[src/rtl/banner_pkg.sv]
// Shared constants for the scrolling 7-segment banner:
// message ROM, segment patterns and window index helper.
package banner_pkg;

    localparam int MSG_LEN = 10;

    localparam logic [3:0] MSG [MSG_LEN] = '{
        4'd0, 4'd1, 4'd2, 4'd3, 4'd4,
        4'd5, 4'd6, 4'd7, 4'd8, 4'd9
    };

    // Active-low {dp,g,f,e,d,c,b,a}, dp always off
    localparam logic [7:0] SEG_0     = 8'hC0;
    localparam logic [7:0] SEG_1     = 8'hF9;
    localparam logic [7:0] SEG_2     = 8'hA4;
    localparam logic [7:0] SEG_3     = 8'hB0;
    localparam logic [7:0] SEG_4     = 8'h99;
    localparam logic [7:0] SEG_5     = 8'h92;
    localparam logic [7:0] SEG_6     = 8'h82;
    localparam logic [7:0] SEG_7     = 8'hF8;
    localparam logic [7:0] SEG_8     = 8'h80;
    localparam logic [7:0] SEG_9     = 8'h90;
    localparam logic [7:0] SEG_BLANK = 8'hFF;

    function automatic logic [3:0] msg_idx(
        input logic [3:0] base,
        input logic [1:0] off
    );
        logic [4:0] s;
        s = {1'b0, base} + {3'b000, off};
        if (s >= 5'(MSG_LEN)) s = s - 5'(MSG_LEN);
        return s[3:0];
    endfunction

endpackage

[src/rtl/hex_to_sseg.sv]
// Combinational 4-bit code to active-low 7-segment pattern;
// codes outside 0..9 blank the digit.
module hex_to_sseg
    import banner_pkg::*;
(
    input  logic [3:0] hex_i,
    output logic [7:0] sseg_o
);

    always_comb begin
        sseg_o = SEG_BLANK;
        case (hex_i)
            4'd0:    sseg_o = SEG_0;
            4'd1:    sseg_o = SEG_1;
            4'd2:    sseg_o = SEG_2;
            4'd3:    sseg_o = SEG_3;
            4'd4:    sseg_o = SEG_4;
            4'd5:    sseg_o = SEG_5;
            4'd6:    sseg_o = SEG_6;
            4'd7:    sseg_o = SEG_7;
            4'd8:    sseg_o = SEG_8;
            4'd9:    sseg_o = SEG_9;
            default: sseg_o = SEG_BLANK;
        endcase
    end

endmodule

[src/rtl/rotating_banner.sv]
// Scrolls a 10-char message through a 4-digit multiplexed
// common-anode display; scroll pauses with en, refresh never does.
module rotating_banner
    import banner_pkg::*;
#(
    parameter int SCROLL_DIV   = 50_000_000,
    parameter int REFRESH_BITS = 18
) (
    input  logic       clk,
    input  logic       reset,
    input  logic       en,
    input  logic       dir,
    output logic [3:0] an,
    output logic [7:0] sseg
);

    localparam int TW = $clog2(SCROLL_DIV);
    localparam logic [TW-1:0] TLAST = TW'(SCROLL_DIV - 1);
    localparam logic [3:0] PLAST = 4'(MSG_LEN - 1);

    logic [TW-1:0]           tcnt_q, tcnt_d;
    logic [3:0]              ptr_q, ptr_d;
    logic [REFRESH_BITS-1:0] rcnt_q;
    logic                    tick;
    logic [1:0]              sel;
    logic [3:0]              code;

    always_comb begin
        tick   = en && (tcnt_q == TLAST);
        tcnt_d = tcnt_q;
        ptr_d  = ptr_q;
        if (tick) begin
            tcnt_d = '0;
            if (dir) ptr_d = (ptr_q == 4'd0) ? PLAST : ptr_q - 4'd1;
            else     ptr_d = (ptr_q == PLAST) ? 4'd0 : ptr_q + 4'd1;
        end else if (en) begin
            tcnt_d = tcnt_q + TW'(1);
        end
    end

    // Reset wins over a tick landing in the same cycle
    always_ff @(posedge clk) begin
        if (reset) begin
            tcnt_q <= '0;
            ptr_q  <= '0;
            rcnt_q <= '0;
        end else begin
            tcnt_q <= tcnt_d;
            ptr_q  <= ptr_d;
            rcnt_q <= rcnt_q + REFRESH_BITS'(1);
        end
    end

    assign sel = rcnt_q[REFRESH_BITS-1 -: 2];

    always_comb begin
        an = 4'b1111;
        unique case (sel)
            2'd0: an = 4'b1110;
            2'd1: an = 4'b1101;
            2'd2: an = 4'b1011;
            2'd3: an = 4'b0111;
        endcase
    end

    // Rightmost digit (sel 0) is furthest from ptr
    assign code = MSG[msg_idx(ptr_q, 2'd3 - sel)];

    hex_to_sseg u_dec (
        .hex_i  (code),
        .sseg_o (sseg)
    );

endmodule

[config.mk]
export PLATFORM = sky130hd
export DESIGN_NAME = rotating_banner
export DESIGN_NICKNAME = d
export VERILOG_FILES = /design/src/rtl/banner_pkg.sv /design/src/rtl/hex_to_sseg.sv /design/src/rtl/rotating_banner.sv
export SDC_FILE = /design/constraint.sdc
export NUM_CORES = 1
export LEC_CHECK = 0
export BUFFER_PORTS_ARGS = -buffer_cell sky130_fd_sc_hd__buf_2
export CORE_MARGIN = 4
export CORE_UTILIZATION = 45
export DETAILED_ROUTE_END_ITERATION = 10
export HOLD_SLACK_MARGIN = 0.12
export PLACE_DENSITY = 0.66
export SETUP_SLACK_MARGIN = 0.1
export SYNTH_ARGS = -nofsm -noshare
export SYNTH_HDL_FRONTEND = slang
export SYNTH_SLANG_ARGS = --single-unit
export TNS_END_PERCENT = 20
[constraint.sdc]
create_clock -name clk -period 3.76 [get_ports clk]
set_input_delay 0.376 -clock clk [delete_from_list [all_inputs] [get_ports clk]]
set_output_delay 0.376 -clock clk [all_outputs]
set_load 0.1 [all_outputs]
==> flow_summary.ini, run 1 <==
[timing]
rsz0062_at_grt = yes
layout_min_cycle_time_ns = 3.54
worstMarginPinSlew_ns = 0.666
fin_skew_ns = 0.00699
fmax_ghz = 0.282
setup_ws_ns = 0.219
fin_crit_sh_pct = 94.2
setup_viol = 0
hold_viol = 0
max_slew_margin_pct = 55.3
report.final.slew_viol_count = 0

[layout]
final_cells = 419
final_common_cell = nor2_1
layout_common_cells = nor2_1 (47), dfxtp_1 (46), xor2_1 (31), nand2_1 (29), buf_4 (19)
n_antenna_cell = 0
fill_cells = 497
area_growth_syn_to_layout_pct = 23.6
nets = 361
utilization_pct = 58.5
layout-drive-gt1-share_pct = 22.2
stdcell_area_sq_mm = 0.00330

[yosys]
mappedNetlistArea_sq_mm = 0.00267
synth_ff_type = dfxtp_1
synth_top_cell_by_area = dfxtp_1
synth_top_area_share_pct = 36.0
async_flop_share_pct = 0
syn_inst = 318
seq_area_frac_synth_pct = 36.0
synth_area_per_cell_sq_um = 8.40
synth-edff-count = 0
syn-num-nets = 333
synth-seq-cells = 48
synth_top_cells_by_area = dfxtp_1 (36%), xor2_1 (10%), nor2_1 (7.0%)
ys_types = 40
yosysWarnings = 0

[power_and_ir_drop]
p_comb_share_pct = 3.0
intPower_mw = 0.738
p_per_area_mw_per_mm2 = 282
power_mw = 0.932
switching_share_pct = 20.8
max-vdd-ir-drop_uv = 306
p_sw_mw = 0.194
pwr-share-clk_pct = 41.4
static-leakage-power_nw = 1.24
seqPwrFrac_pct = 55.6

[floorplanning]
dieArea_sq_mm = 0.00723
chipWidth_um = 85.0
initial_utilization_pct = 47.3
die_h_um = 85.0
io_pins = 16
fp.coreArea_sq_mm = 0.00564
rows = 27

[status]
status = finished, final reports clean

[place]
port_buffers = 14
dpl_cell_area_sq_mm = 0.00294
dp_cells = 396
hpwl_um = 3440
preCtsSetupSlack_ns = 0.0996
gp_congestion = 0.854

[worst_setup_path]
cp_slowest_stage_delay_ns = 0.40
cp.buffers_inverters = 3
cp.required_ns = 3.38
crit_chain = inv_4, ha_4, inv_1, fa_2, nand2b_1, nand2_2, ha_4, nor4_4, nor3_1, o21ai_2, nand3_2, ha_4, or2_1, a21oi_2, buf_12
crit_top_cell = ha_4
r2r_setup_slack_ns = 1.52
cp_max_fo = 6
arrival_ns = 3.16
cp_top_family = adder cells
crit_slowest_cell = fa_2
endpoint_kind = output pin
cp-start-kind = flop
worstSetupPathType = flop to output pin

[cts]
cts_root_buf = clkbuf_8
clk_pin_slew_ns = 0.09
cts_buffer_depth = 2
cts_tree = yes
clk_latency_ns = 0.30
cts_sinks = 48
numCtsBuffers = 5
htree_levels = 2

[global_route]
use_met1_pct = 17.1
grt_busiest_layer = met2
grt_pass1_vias = 1982
use_met2_pct = 24.6
grtUsageTotal_pct = 14.2
grt_max_degree = 28
grt_pass1_wl_um = 8580
met3_usage_pct = 3.30
overflow = 0
antenna_found_initial = 0

[route]
wl_per_cell_um = 12.5
via_per_inst = 5.31
detail_route.iter0.violations = 118
wl_um = 5260
vias = 2226
drc = 0
postRouteAntennaNets = 0
dr.pass1.iters = 4

[flow_run]
drv_cap = 0

[min_path]
worstHoldPathType = input port to flop
## final timing paths
kind              startpoint         end  cells past startpoint
setup reg to reg   tcnt_q[0]  tcnt_q[13]                      6
hold / removal            en   tcnt_q[0]                      3
setup / recovery  rcnt_q[16]     sseg[5]                     15
hold reg to reg    rcnt_q[0]   rcnt_q[0]                      1
## Yosys cell counts (all sizes together), types with 3 or more instances
cell type and count:
or3 3, a32oi 3, xor2 31, nor3 6, mux2i 5, nand4 15, inv 10, clkbuf 7
a21oi 9, and3 4, o21ai 9, nor2 50, a311oi 3, ha 10, buf 7, nand2 30
nor4 8, dfxtp 48, and4 6, xnor2 11, nand2b 6, nand3 16, nor2b 5
## power groups by stage
stage                     Combinational, mW  Sequential, mW  Clock [mW]
after floorplan                      0.0261           0.529           0
after global placement               0.0280           0.530           0
after detailed placement             0.0286           0.530           0
after CTS                            0.0288           0.518       0.400
after global routing                 0.0316           0.519       0.421
final                                0.0281           0.518       0.386
## sequential cells by signal, indices dropped and copies added (netlist names)
register,flops
tcnt_q,26
rcnt_q,18
ptr_q,4
## worst register-to-register path, stage by stage, from the launching register on
cell      delay (ns)
dfxtp_1         0.44
ha_1            0.28
and4_1          0.29
nand2b_1        0.11
nor4_4          0.44
or2_2           0.46
nor2_1          0.10
## kinds of logic (layout without fill, tap and decap cells)
kind of cell,after synthesis,in the layout,synth area share [%]
other,1,1,0.140
buffers and inverters,24,53,4.26
adders and majority gates,11,11,5.44
and+or+nand+nor,155,155,30.6
muxes,5,5,1.87
xor gates and xnor gates,42,42,13.8
AOI/OAI and AO/OA,32,32,7.87
DFF,48,48,36.0
## per-layer routing
layer	vias up	routed length [um]
li1	1158	-
met1	1024	2570
met2	32	2430
met3	12	152
met4	0	105
met5	-	0
## cell type report
class / count / area [sq um] / share of cell area [%]
inverters: 10 / 40.0 / 1.21
clock buffers: 6 / 82.6 / 2.50
clock inverters: 2 / 38.8 / 1.18
multi-input cells: 246 / 1740 / 52.8
flip-flops and latches: 48 / 966 / 29.3
repair buffers: 35 / 340 / 10.3
well taps: 72 / 90.1 / 2.73
## repair_timing
item	4_1_cts	5_1_grt
hold buffers	0	0
pin swaps	2	15
setup endpoints to repair	7	7
gates resized for setup	6	31
setup buffers	1	14
## metrics by stage
stage               hold WS (ns)  setup TNS [ns]
finish                     0.440               0
global route               0.470               0
CTS                        0.434               0
detailed placement         0.434               0
global placement           0.435               0
floorplan                  0.418           -1.67
Note: power is estimated with default switching activity, not from simulation.
==> inputs of run 2 (changes only) <==
--- a/config.mk
+++ b/config.mk
@@ -6,11 +6,13 @@
 export NUM_CORES = 1
 export LEC_CHECK = 0
 export BUFFER_PORTS_ARGS = -buffer_cell sky130_fd_sc_hd__buf_2
+export CELL_PAD_IN_SITES_DETAIL_PLACEMENT = 2
+export CELL_PAD_IN_SITES_GLOBAL_PLACEMENT = 2
 export CORE_MARGIN = 4
-export CORE_UTILIZATION = 45
+export CORE_UTILIZATION = 37
 export DETAILED_ROUTE_END_ITERATION = 10
 export HOLD_SLACK_MARGIN = 0.12
-export PLACE_DENSITY = 0.66
+export PLACE_DENSITY = 0.83
 export SETUP_SLACK_MARGIN = 0.1
 export SYNTH_ARGS = -nofsm -noshare
 export SYNTH_HDL_FRONTEND = slang
==> flow_summary.ini, run 2 (synthesized netlist as in run 1, its figures left out) <==
[status]
status = finished, final reports clean

[timing]
report.final.slew_viol_count = 0
fmax_ghz = 0.270
hold_viol = 0
setup_viol = 0
layout_min_cycle_time_ns = 3.70
worstMarginPinSlew_ns = 0.850
rsz0062_at_grt = yes
max_slew_margin_pct = 42.9
fin_crit_sh_pct = 98.5
setup_tns_ns = 0
fin_skew_ns = 0.0112

[layout]
n_antenna_cell = 0
final_cells = 438
stdcell_area_sq_mm = 0.00329
reg.largest.list = tcnt_q x26, rcnt_q x18, ptr_q x4
layout_common_cells = nor2_1 (47), dfxtp_1 (46), xor2_1 (31), nand2_1 (29), buf_4 (16)
largest_reg_flops = 26
nets = 356
largest-register = tcnt_q
final_common_cell = nor2_1
utilization_pct = 47.6
layout-drive-gt1-share_pct = 21.9
area_growth_syn_to_layout_pct = 23.2

[route]
wl_per_cell_um = 20.2
wl_um = 8830
via_per_inst = 5.50
detail_route.iter0.violations = 93
postRouteAntennaNets = 0
drc = 0
dr.pass1.iters = 4
vias = 2411

[worst_setup_path]
crit_start = ptr_q[0]
cp.required_ns = 3.38
cp_max_fo = 7
cp-start-kind = flop
worstSetupPathType = flop to output pin
endpoint_kind = output pin
arrival_ns = 3.33
reg2reg_from = tcnt_q[0]

[cts]
clk_latency_ns = 0.31
htree_levels = 2
cts_sinks = 48
cts_root_buf = clkbuf_8
cts_buffer_depth = 2
hold_buffers = 0
numCtsBuffers = 5
cts_tree = yes
clk_pin_slew_ns = 0.09

[power_and_ir_drop]
max-vdd-ir-drop_uv = 163
static-leakage-power_nw = 1.21
p_per_area_mw_per_mm2 = 270
power_mw = 0.888

[floorplanning]
die_h_um = 93.0
dieArea_sq_mm = 0.00864
fp.coreArea_sq_mm = 0.00691
chipWidth_um = 93.0
initial_utilization_pct = 38.7
rows = 30
io_pins = 16

[place]
hpwl_um = 4940
gp_congestion = 0.752
dpl_cell_area_sq_mm = 0.00296
port_buffers = 14
dp_cells = 419

[global_route]
grt_max_degree = 28
antenna_found_initial = 0
overflow = 0
grt_pass1_wl_um = 12600
grtUsageTotal_pct = 18.0
grt_pass1_vias = 2538

[min_path]
worstHoldPathType = input port to flop
worstHoldStart = en

[flow_run]
drv_cap = 0
run 2: area by class of cell:
type	count	area (sq um)
inverter	10	40.0
multi-input combinational	246	1770
fill	767	3620
clock inverter	2	13.8
timing repair buffer	30	295
clock buffer	6	82.6
tap	96	120
sequential	48	968
run 2: metal layers:
metal  GRT usage (%)  share of wire [%]  vias to the layer above
met1            21.3                 41                     1211
met2            32.7                 55                       44
li1                -                  -                     1138
met3            3.01                2.4                       18
met4            5.74                2.1                        0
met5               0                  0                        -
run 2: path summary, 6_finish.rpt:
| kind | endpoint | slack, ns | depth (start not counted) |
|---|---|---|---|
| setup / recovery | sseg[4] | 0.06 | 14 |
| hold reg to reg | rcnt_q[0] | 0.47 | 1 |
| hold / removal | tcnt_q[1] | 0.44 | 3 |
| setup reg to reg | tcnt_q[22] | 1.42 | 6 |
run 2: critical path, stage by stage, from the launching register on:
cell and delay [ns]:
dfxtp_4 0.44, ha_4 0.18, inv_1 0.06, fa_2 0.61, buf_4 0.14, nand3b_1 0.11
o31ai_2 0.08, a32oi_1 0.23, o21ai_2 0.13, nor2b_2 0.19, ha_2 0.17, inv_2 0.08
mux2i_1 0.09, mux2i_2 0.27, buf_12 0.22
run 2: power breakdown:
| part | switching, mW | leakage, nW | internal [mW] | total [mW] |
|---|---|---|---|---|
| Sequential | 0.00590 | 0.389 | 0.512 | 0.517 |
| Clock | 0.189 | 0.0516 | 0.151 | 0.340 |
| Combinational | 0.0220 | 0.765 | 0.00859 | 0.0306 |
| Total | 0.217 | 1.21 | 0.671 | 0.888 |
run 2: stage by stage:
step / hold slack, ns / setup slack, ns
final: 0.442 / 0.0560
after detailed placement: 0.470 / -0.0521
after global routing: 0.485 / -0.0385
after global placement: 0.427 / 0.190
after floorplan: 0.418 / -0.380
after CTS: 0.437 / 0.0880
run 2: repair_timing:
item                                    4_1_cts  5_1_grt
endpoints found under the setup margin        7        7
hold endpoints to repair                      0        0
gates resized for setup                      17       17
setup buffers                                 2        9
pin swaps                                     4       10
==> inputs of run 3 (changes only) <==
--- a/config.mk
+++ b/config.mk
@@ -9,10 +9,10 @@
 export CELL_PAD_IN_SITES_DETAIL_PLACEMENT = 2
 export CELL_PAD_IN_SITES_GLOBAL_PLACEMENT = 2
 export CORE_MARGIN = 4
-export CORE_UTILIZATION = 37
+export CORE_UTILIZATION = 35
 export DETAILED_ROUTE_END_ITERATION = 10
 export HOLD_SLACK_MARGIN = 0.12
-export PLACE_DENSITY = 0.83
+export PLACE_DENSITY = 0.79
 export SETUP_SLACK_MARGIN = 0.1
 export SYNTH_ARGS = -nofsm -noshare
 export SYNTH_HDL_FRONTEND = slang
==> flow_summary.ini, run 3 (synthesized netlist as in run 1, its figures left out) <==
[route]
detail_route.iter0.violations = 54
wl_um = 7670
postRouteAntennaNets = 0
via_per_inst = 5.35
vias = 2363
dr.pass1.iters = 4
drc = 0
wl_per_cell_um = 17.4

[floorplanning]
die_h_um = 95.3
dieArea_sq_mm = 0.00909
io_pins = 16
chipWidth_um = 95.3
fp.coreArea_sq_mm = 0.00733
rows = 31
initial_utilization_pct = 36.4

[cts]
numCtsBuffers = 5
cts_root_buf = clkbuf_8
clk_latency_ns = 0.30
cts_tree = yes
cts_buffer_depth = 2
htree_levels = 2
cts_sinks = 48
clk_pin_slew_ns = 0.09

[global_route]
overflow = 0
grt_max_degree = 28
grt_pass1_vias = 2517
antenna_found_initial = 0
grtUsageTotal_pct = 16.8
grt_pass1_wl_um = 12200

[timing]
setup_viol = 0
setup_ws_ns = 0.0305
hold_viol = 0
rsz0062_at_grt = yes
max_slew_margin_pct = 50.2
fmax_ghz = 0.268
report.final.slew_viol_count = 0
fin_skew_ns = 0.00536
layout_min_cycle_time_ns = 3.73
worstMarginPinSlew_ns = 0.741
fin_crit_sh_pct = 99.2

[place]
gp_congestion = 0.780
port_buffers = 14
hpwl_um = 5110
preCtsSetupSlack_ns = -0.0824
dpl_cell_area_sq_mm = 0.00298

[min_path]
holdPathStages = 3
worstHoldPathType = input port to flop

[worst_setup_path]
worstRegToRegCells = 6
r2r_setup_slack_ns = 1.39
cp_max_fo = 6
cp-start-kind = flop
arrival_ns = 3.35
worstSetupPathType = flop to output pin
endpoint_kind = output pin
cp.required_ns = 3.38

[layout]
multiInputGateArea_sq_mm = 0.00176
layout-drive-gt1-share_pct = 21.6
largest_reg_flops = 26
nets = 357
reg.largest.list = tcnt_q x26, rcnt_q x18, ptr_q x4
final_common_cell = nor2_1
n_antenna_cell = 0
area_growth_syn_to_layout_pct = 24.2
stdcell_area_sq_mm = 0.00332
seq_area_sq_um = 966
fill_cells = 818
largest-register = tcnt_q
layout_common_cells = nor2_1 (47), dfxtp_1 (46), xor2_1 (31), nand2_1 (29), buf_4 (16)

[power_and_ir_drop]
max-vdd-ir-drop_uv = 137
static-leakage-power_nw = 1.22
p_per_area_mw_per_mm2 = 280

[status]
status = finished, final reports clean

[flow_run]
drv_cap = 0
run 3: repair_timing:
action,4_1_cts,5_1_grt
pin swaps,4,12
endpoints found under the setup margin,7,7
buffers inserted,3,6
hold buffers,0,0
resized for setup,11,23
run 3: path summary, 6_finish.rpt:
kind	start	end
setup / recovery	rcnt_q[16]	sseg[4]
hold / removal	en	tcnt_q[0]
setup reg to reg	tcnt_q[0]	tcnt_q[21]
hold reg to reg	rcnt_q[0]	rcnt_q[0]
run 3: report_power, final:
part | internal, mW | switching (mW) | leakage, nW
registers | 0.512 | 0.00588 | 0.389
logic | 0.00869 | 0.0210 | 0.781
clock network | 0.200 | 0.181 | 0.0548
run 3: cell type report:
type / count / share of cell area [%]
well taps: 99 / 3.74
clock inverters: 3 / 1.40
multi-input cells: 246 / 53.1
inverters: 10 / 1.28
flip-flops and latches: 48 / 29.1
clock buffers: 5 / 2.08
repair buffers: 31 / 9.25
run 3: metrics by stage:
stage                     setup TNS [ns]  power (mW)  hold WS, ns  util, %  cells
after floorplan                    -1.67       0.555        0.418        -    318
after global placement                 0       0.559        0.432     40.7    425
after detailed placement         -0.0824       0.561        0.448     40.7    425
after CTS                              0       0.950        0.428     43.1    436
after global routing              -0.413       0.979        0.461     45.2    442
final                                  0       0.929        0.440     45.2    442
run 3: worst max-delay path, stage by stage (launching register included):
cell and delay, ns:
dfxtp_4 0.38, inv_6 0.07, ha_4 0.15, inv_2 0.05
fa_2 0.44, nand2b_4 0.11, nand2_4 0.05, ha_4 0.18
nand3b_1 0.11, o31ai_1 0.08, a32oi_1 0.23, o21ai_2 0.14
nor2b_2 0.19, ha_1 0.18, inv_1 0.13, mux2i_2 0.10
mux2i_2 0.24, buf_12 0.21
run 3: layer usage:
metal | share of wire, % | wire length, um | track usage (%) | vias up
met5 | 0 | 0 | 0 | -
met2 | 54 | 4170 | 31.0 | 22
met1 | 43 | 3290 | 19.8 | 1189
met3 | 1.9 | 142 | 3.08 | 9
met4 | 0.91 | 70 | 4.33 | 0
li1 | - | - | - | 1143
